<file path="src/rtl/mem_port_arbiter.sv">
// Shares one memory port between instruction fetch (IF) and load/store (LS), one transaction in flight,
// with a response watchdog. Define MEM_ARB_RR_EN for round-robin arbitration instead of fixed LS priority.
module mem_port_arbiter #(
    parameter int unsigned ADDR_W  = 32,
    parameter int unsigned DATA_W  = 32,
    parameter int unsigned TIMEOUT = 16
) (
    input  logic                clk,
    input  logic                rst,
    input  logic                if_req,
    input  logic [ADDR_W-1:0]   if_addr,
    output logic                if_gnt,
    output logic                if_rvalid,
    output logic [DATA_W-1:0]   if_rdata,
    input  logic                ls_req,
    input  logic                ls_we,
    input  logic [ADDR_W-1:0]   ls_addr,
    input  logic [DATA_W-1:0]   ls_wdata,
    input  logic [DATA_W/8-1:0] ls_wstrb,
    output logic                ls_gnt,
    output logic                ls_rvalid,
    output logic [DATA_W-1:0]   ls_rdata,
    output logic                mem_req,
    output logic                mem_we,
    output logic [ADDR_W-1:0]   mem_addr,
    output logic [DATA_W-1:0]   mem_wdata,
    output logic [DATA_W/8-1:0] mem_wstrb,
    input  logic                mem_gnt,
    input  logic                mem_rvalid,
    input  logic [DATA_W-1:0]   mem_rdata,
    output logic                err
);

    localparam int unsigned CNT_W = $clog2(TIMEOUT);

    typedef enum logic {IDLE = 1'b0, BUSY = 1'b1} state_t;
    typedef enum logic {OWN_IF = 1'b0, OWN_LS = 1'b1} owner_t;

    state_t           state_q;
    owner_t           owner_q;
    logic [CNT_W-1:0] cnt_q;
    logic             ls_wins_c;
    logic             timeout_c;

`ifdef MEM_ARB_RR_EN
    owner_t last_q;

    // On a tie the requester that was not granted last wins.
    always_comb ls_wins_c = ls_req & (~if_req | (last_q == OWN_IF));

    always_ff @(posedge clk or negedge rst) begin
        if (!rst) begin
            last_q <= OWN_LS;
        end else if (if_gnt | ls_gnt) begin
            last_q <= ls_gnt ? OWN_LS : OWN_IF;
        end
    end
`else
    always_comb ls_wins_c = ls_req;
`endif

    always_comb timeout_c = (state_q == BUSY) & ~mem_rvalid & (cnt_q == CNT_W'(TIMEOUT - 1));

    // Request routing, grants and response steering; everything is held at 0 while in reset.
    always_comb begin
        if_gnt    = 1'b0;
        ls_gnt    = 1'b0;
        if_rvalid = 1'b0;
        ls_rvalid = 1'b0;
        if_rdata  = '0;
        ls_rdata  = '0;
        mem_req   = 1'b0;
        mem_we    = 1'b0;
        mem_addr  = '0;
        mem_wdata = '0;
        mem_wstrb = '0;
        err       = 1'b0;
        if (rst && state_q == IDLE) begin
            mem_req = if_req | ls_req;
            if (ls_wins_c) begin
                mem_we    = ls_we;
                mem_addr  = ls_addr;
                mem_wdata = ls_wdata;
                mem_wstrb = ls_wstrb;
                ls_gnt    = mem_gnt;
            end else if (if_req) begin
                mem_addr = if_addr;
                if_gnt   = mem_gnt;
            end
        end else if (rst && state_q == BUSY) begin
            if (mem_rvalid) begin
                if (owner_q == OWN_LS) begin
                    ls_rvalid = 1'b1;
                    ls_rdata  = mem_rdata;
                end else begin
                    if_rvalid = 1'b1;
                    if_rdata  = mem_rdata;
                end
            end else if (timeout_c) begin
                err = 1'b1;
                if (owner_q == OWN_LS) ls_rvalid = 1'b1;
                else                   if_rvalid = 1'b1;
            end
        end
    end

    // Transaction state, owner and watchdog counter.
    always_ff @(posedge clk or negedge rst) begin
        if (!rst) begin
            state_q <= IDLE;
            owner_q <= OWN_IF;
            cnt_q   <= '0;
        end else begin
            case (state_q)
                IDLE: begin
                    if (if_gnt | ls_gnt) begin
                        owner_q <= ls_gnt ? OWN_LS : OWN_IF;
                        cnt_q   <= '0;
                        state_q <= BUSY;
                    end
                end
                BUSY: begin
                    cnt_q <= cnt_q + CNT_W'(1);
                    if (mem_rvalid | timeout_c) state_q <= IDLE;
                end
                default: state_q <= IDLE;
            endcase
        end
    end

endmodule
</file>
<file path="config.mk">
export PLATFORM = sky130hd
export DESIGN_NAME = mem_port_arbiter
export DESIGN_NICKNAME = d
export VERILOG_FILES = /design/src/rtl/mem_port_arbiter.sv
export SDC_FILE = /design/constraint.sdc
export NUM_CORES = 1
export LEC_CHECK = 0
export BUFFER_PORTS_ARGS = -buffer_cell sky130_fd_sc_hd__buf_4
export CAP_MARGIN = 20
export CORE_AREA = 2 2 108 110
export DETAILED_ROUTE_END_ITERATION = 10
export DIE_AREA = 0 0 110 112
export GPL_TIMING_DRIVEN = 0
export HOLD_SLACK_MARGIN = 0.1
export SYNTH_ARGS = -nofsm -noshare
export SYNTH_HDL_FRONTEND = slang
export SYNTH_SLANG_ARGS = --single-unit
</file>
<file path="constraint.sdc">
create_clock -name clk -period 2.45 [get_ports clk]
set_clock_uncertainty 0.05 [all_clocks]
set_input_delay 0.49 -clock clk [delete_from_list [all_inputs] [get_ports clk]]
set_output_delay 0.49 -clock clk [all_outputs]
set_load 0.01 [all_outputs]
</file>
==> results of run 1 <==
[what timing repair did]
item | 4_1_cts | 5_1_grt
resized for setup | 0 | 4
endpoints found under the setup margin | 0 | 6
hold endpoints to repair | 6 | 0
hold buffers | 1 | 0
[routing by layer]
| metal | global-route usage, % | part of all wire (%) | vias to the layer above |
|---|---|---|---|
| met3 | 4.508 | 12 | 4 |
| li1 | - | - | 1209 |
| met2 | 24.29 | 49 | 142 |
| met5 | 0 | 0 | - |
| met1 | 16.60 | 39 | 1128 |
| met4 | 1.266 | 0.28 | 0 |
[tightest hold or removal path, delay by kind of cell, from the launching register on]
| family | cells | cell delay (ns) |
|---|---|---|
| simple gates | 1 | 0.06 |
| flops | 1 | 0.39 |
| compound gates | 1 | 0.07 |
[path summary, 6_finish.rpt]
| kind | start | end | cells past startpoint |
|---|---|---|---|
| max in group asynchronous | rst | owner_q$_DFFE_PN0P_ | 2 |
| hold / removal | cnt_q[3]$_DFFE_PN0P_ | cnt_q[3]$_DFFE_PN0P_ | 2 |
| min in group asynchronous | rst | cnt_q[2]$_DFFE_PN0P_ | 2 |
| hold reg to reg | cnt_q[3]$_DFFE_PN0P_ | cnt_q[3]$_DFFE_PN0P_ | 2 |
| setup reg to reg | state_q$_DFF_PN0_ | cnt_q[1]$_DFFE_PN0P_ | 4 |
| setup / recovery | state_q$_DFF_PN0_ | mem_addr[26] | 6 |
[final cells by class]
cell class              count  area (um^2)
plain buffers              18        108.9
clock buffers               3        75.07
fillers                  1201         7421
inverters                   1        3.754
multi-input cells         167         1147
flip-flops and latches      6        150.1
well taps                 143        178.9
repair buffers            278         2090
[layout by cell type (no fill, tap or decap), types with 4 or more instances in the layout]
| cell type | instances |
|---|---|
| buf_6 | 4 |
| o21ai_0 | 4 |
| a22o_1 | 13 |
| clkbuf_1 | 7 |
| nor2_1 | 4 |
| dfrtp_1 | 6 |
| buf_4 | 278 |
| nand2_1 | 5 |
| and2_1 | 103 |
| a22o_2 | 19 |
[kinds of logic after synthesis]
logic type / synth area share (%)
AND/OR/NAND/NOR: 56.09
AO/OA/AOI/OAI: 24.53
adder cells (fa/ha/maj): 0.8887
flip-flops: 10.67
buffers and inverters: 7.821
[per-stage QoR]
stage / util (%) / setup WS, ns / std cells
6_report: 33.59 / 0.1619 / 616
5_1_grt: 33.59 / 0.02146 / 616
4_1_cts: 33.57 / 0.1240 / 616
3_5_place_dp: 32.81 / 0.1503 / 612
3_3_place_gp: 32.81 / 0.1758 / 612
2_1_floorplan: - / 0.6252 / 192
[registers in the layout, summed over array words and instances (netlist names)]
name and cells:
state_q 1, cnt_q 4, owner_q 1
[power breakdown]
part / internal (W) / switching, W
Sequential: 0.000127 / 0.0000268
Clock: 0.000210 / 0.0000565
Combinational: 0.000337 / 0.000226
Total: 0.000674 / 0.000309
==> results.cfg, run 1 <==
[synth]
netlist_area_mm2 = 0.001408
synth_top_area_share_pct = 45.78
yosysTopAreaCell = and2_1
synth_common_cells = 103 x and2_1, 19 x a22o_2, 13 x a22o_1
synth.avg_cell_area_um2 = 7.331
ys_seq_elements = 6
synthTopCellsByArea = and2_1 46%, a22o_2 14%, dfrtp_1 11%
synth-seq-area-share_pct = 10.67
synth-main-ff-cell = dfrtp_1
synth_enable_flop_cells = 0
ys_warn_count = 0
async_flop_share_pct = 100.0
netlist_instances = 192
yosysMostFrequentCell = and2_1
syn_nets = 332
ys_types = 26

[setup_path]
cp_common_cell = buf_6
critPathMaxStageDelay_ns = 0.38
rrSetupSlack_ns = 0.80
cp_cell_sequence = buf_6 -> nand2b_4 -> nor3b_4 -> buf_6 -> a22o_1 -> buf_4
crit_required_ns = 1.91
startpoint_type = flip-flop
worstSetupPathType = reg -> out
cp_top_family = simple AND/OR/NAND/NOR gates
critPathCaptureType = output port
critPathSlowestCell = nor3b_4
crit_buf_inv = 3
cp_max_fo = 10
crit_arrival_ns = 1.75

[grt]
grt-ovfl-total = 0
grt_max_degree = 11
grtUsageTotal_pct = 13.75
grt_pass1_wl_mm = 13.14
grt_pass1_vias = 2471
antenna_found_initial = 0

[sta]
hold_viol_final = 0
tightest_slew_ns = 0.6776
clock.fmax_ghz = 0.4370
relSlewSlack_pct = 54.73
rsz0062_at_grt = no
setup-tns-final_ns = 0
finalCritPeriodShare_pct = 93.39
finalSetupViolCount = 0
slew_viol_final = 0
timing.hold.ws_ns = 0.5212
period_needed_ns = 2.288

[cts]
cts-htree-levels = 1
numCtsBuffers = 3
cts.sinks = 6
tritoncts = yes
path_clk_slew_ns = 0.03
root_buffer = clkbuf_16
post-cts-setup-buffers = 0
insertion_delay_ns = 0.23
clock_path_buffers = 2

[floorplan]
rows = 39
io_pins = 278
placeableCoreArea_mm2 = 0.01117
fp.dieW_um = 110
die_y_um = 112
start_util_pct = 12.60
dieArea_mm2 = 0.01232

[placed_design]
place_congestion = 0.8329
dpl_cell_area_mm2 = 0.003666
hpwl_mm = 8.341
io_buffers = 277

[detailed_routing]
wl_mm = 9.581
viasPerCell = 4.031
via_count = 2483
final_antenna_net_count = 0
drc = 0
wl_per_cell_um = 15.55
drt_iter0_drc = 86
drt_pass1_iterations = 4

[power]
p_leak_nw = 2.096
power.total_w = 0.0009832
powerDensity_mw_per_mm2 = 261.9
max-vdd-ir-drop_uv = 411.0

[layout]
syn2layout_area_growth_pct = 166.7
nets = 615
antenna-diode-count = 0
final_area_mm2 = 0.003754
drive_above_1_share_pct = 66.38

[outcome]
outcome = complete, no violations

[min_path]
hold_path_class = reg -> reg

[flow_run]
maxCapViolations = 0
Note: power is estimated with default switching activity, not from simulation.
==> run 2: changes to the inputs <==
--- a/config.mk
+++ b/config.mk
@@ -5,11 +5,12 @@
 export SDC_FILE = /design/constraint.sdc
 export NUM_CORES = 1
 export LEC_CHECK = 0
+export ABC_AREA = 1
 export BUFFER_PORTS_ARGS = -buffer_cell sky130_fd_sc_hd__buf_4
 export CAP_MARGIN = 20
-export CORE_AREA = 2 2 108 110
+export CORE_AREA = 2 2 107 109
 export DETAILED_ROUTE_END_ITERATION = 10
-export DIE_AREA = 0 0 110 112
+export DIE_AREA = 0 0 109 111
 export GPL_TIMING_DRIVEN = 0
 export HOLD_SLACK_MARGIN = 0.1
 export SYNTH_ARGS = -nofsm -noshare
==> constraint.sdc (replaced) <==
create_clock -name clk -period 2.2 [get_ports clk]
set_clock_uncertainty 0.05 [all_clocks]
set_input_delay 0.44 -clock clk [delete_from_list [all_inputs] [get_ports clk]]
set_output_delay 0.44 -clock clk [all_outputs]
set_load 0.01 [all_outputs]
==> run 2 against run 1 <==
Net effect:
- via count rose by 34%
- hold slack got worse by 0.048 ns
- utilization rose by 5.1 points
- non-clock buffer count rose by 12
- clock power rose by 11%
- die area fell by 1.8%
- first-iteration DRC count rose by 53%
- critical path type unchanged
- highest routed layer unchanged
==> results.cfg, run 2 <==
[outcome]
outcome = complete, no violations

[cts]
cts.sinks = 6
insertion_delay_ns = 0.23
tritoncts = yes
path_clk_slew_ns = 0.03
root_buffer = clkbuf_16
post-cts-setup-buffers = 0
cts-htree-levels = 1
clock_path_buffers = 2
numCtsBuffers = 3

[layout]
final_area_mm2 = 0.004283
nets = 773
fillCellCount = 1148
syn2layout_area_growth_pct = 120.6
largest_register_ffs = 4
regArea_um2 = 150.1
drive_above_1_share_pct = 57.69
largest-register = cnt_q
antenna-diode-count = 0
multi_input_area_mm2 = 0.001448
layout_common_cells = 280 x buf_4, 116 x nand2_1, 50 x nor3_2
layout_commonest_cell = buf_4
top_regs = cnt_q x4, owner_q x1, state_q x1

[min_path]
min_path_cells = 4
min_to = state_q$_DFF_PN0_
min-delay-start = mem_rvalid
hold_path_class = in -> reg

[grt]
grt_pass1_vias = 3139
grtUsageTotal_pct = 15.88
grt-ovfl-total = 0
grt_max_degree = 11
antenna_found_initial = 0
grt_pass1_wl_mm = 15.59

[synth]
ys_seq_elements = 6
ys_warn_count = 0
synthTopCellsByArea = nor3_2 26%, nand2_1 23%, a21oi_1 8.8%
netlist_instances = 351
yosysTopAreaCell = nor3_2
synth.avg_cell_area_um2 = 5.532
synth-main-ff-cell = dfrtp_1
async_flop_share_pct = 100.0
netlist_area_mm2 = 0.001942
synth-seq-area-share_pct = 7.732
synth_enable_flop_cells = 0
synth_common_cells = 117 x nand2_1, 50 x nor3_2, 44 x nor2_1
ys_types = 19
synth_top_area_share_pct = 25.77
yosysMostFrequentCell = nand2_1
syn_nets = 491

[floorplan]
io_pins = 278
placeableCoreArea_mm2 = 0.01108
fp.dieW_um = 109
rows = 39
dieArea_mm2 = 0.01210
start_util_pct = 17.53
die_y_um = 111

[sta]
rsz0062_at_grt = no
finalCritPeriodShare_pct = 92.64
finalSetupViolCount = 0
relSlewSlack_pct = 79.37
setup-tns-final_ns = 0
slew_viol_final = 0
clock.fmax_ghz = 0.4907
tightest_slew_ns = 0.3095
period_needed_ns = 2.038
hold_viol_final = 0

[setup_path]
startpoint_type = flip-flop
rrSetupSlack_ns = 1.00
cp_cell_sequence = inv_2 -> nand2_2 -> buf_2 -> a21oi_1 -> buf_4
worstSetupPathType = reg -> out
rr_startpoint = state_q$_DFF_PN0_
critPathMaxStageDelay_ns = 0.43
cp_max_fo = 10
crit_arrival_ns = 1.55
critPathSlowestCell = dfrtp_1
critPathCaptureType = output port
reg2reg_depth = 4
crit_required_ns = 1.71
regToRegEndpoint = cnt_q[3]$_DFFE_PN0P_

[detailed_routing]
drt_pass1_iterations = 4
drt_iter0_drc = 132
viasPerCell = 4.289
via_count = 3320
wl_per_cell_um = 13.13
final_antenna_net_count = 0
wl_mm = 10.16
drc = 0

[placed_design]
dpl_cell_area_mm2 = 0.004193
io_buffers = 276
hpwl_mm = 8.629
place_congestion = 0.7502

[power]
p_leak_nw = 2.300
powerDensity_mw_per_mm2 = 303.7
max-vdd-ir-drop_uv = 286.5

[flow_run]
maxCapViolations = 0
==> run 2: cell type report <==
cell class,count,area share (%)
multi-input cells,275,33.80
clock buffers,3,1.753
repair buffers,277,48.61
flip-flops and latches,6,3.506
plain buffers,31,4.733
inverters,39,3.418
well taps,143,4.178
==> run 2: cell families (layout without fill, tap and decap cells) <==
kind of cell / after synthesis / after routing / synth area share (%)
compound gates: 38 / 38 / 9.922
fa+ha+maj: 1 / 1 / 0.6442
buf+inv: 70 / 350 / 17.85
flops: 6 / 6 / 7.732
simple gates: 236 / 236 / 63.85
==> run 2: how the worst max path moves through the flow <==
stage          slack (ns)      endpoint         startpoint  cells after the start
6_report             0.16  mem_addr[24]  state_q$_DFF_PN0_                      5
5_1_grt              0.04   mem_addr[1]  state_q$_DFF_PN0_                      5
4_1_cts              0.02  mem_addr[24]  state_q$_DFF_PN0_                      5
3_5_place_dp         0.17  mem_wstrb[0]                rst                      5
3_3_place_gp         0.19        mem_we                rst                      5
2_1_floorplan        0.49        if_gnt             ls_req                      3
==> run 2: critical path: cells and delay by family, from the launching register on <==
kind / cells / cell delay, ns
compound gates: 1 / 0.17
flops: 1 / 0.43
buf+inv: 3 / 0.54
simple gates: 1 / 0.17
==> run 2: metrics by stage <==
stage	std cells	util [%]	setup slack, ns	hold slack [ns]	total power (W)
global placement	770	37.85	0.1870	0.2134	0.0009925
global route	774	38.66	0.03602	0.5135	0.001404
finish	774	38.66	0.1620	0.4728	0.001301
floorplan	351	-	0.4899	0.09441	0.0005798
CTS	774	38.64	0.02320	0.4715	0.001315
detailed placement	770	37.85	0.1720	0.2184	0.001010
==> run 2: per-layer routing <==
layer | GRT usage [%] | part of all wire, % | routed length, um
met2 | 30.02 | 51 | 5189
met3 | 2.175 | 8.8 | 897
met5 | 0 | 0 | 0
met1 | 18.49 | 39 | 3942
met4 | 3.419 | 1.3 | 131
==> run 2: what timing repair did <==
item	in CTS	in global routing
hold endpoints to repair	6	0
setup endpoints to repair	7	65
resized for setup	1	1
hold buffers	1	0
==> run 2: where the power goes <==
part	internal (W)	switching (W)
clock	0.000233	0.0000608
sequential	0.000146	0.0000425
combinational	0.000390	0.000428
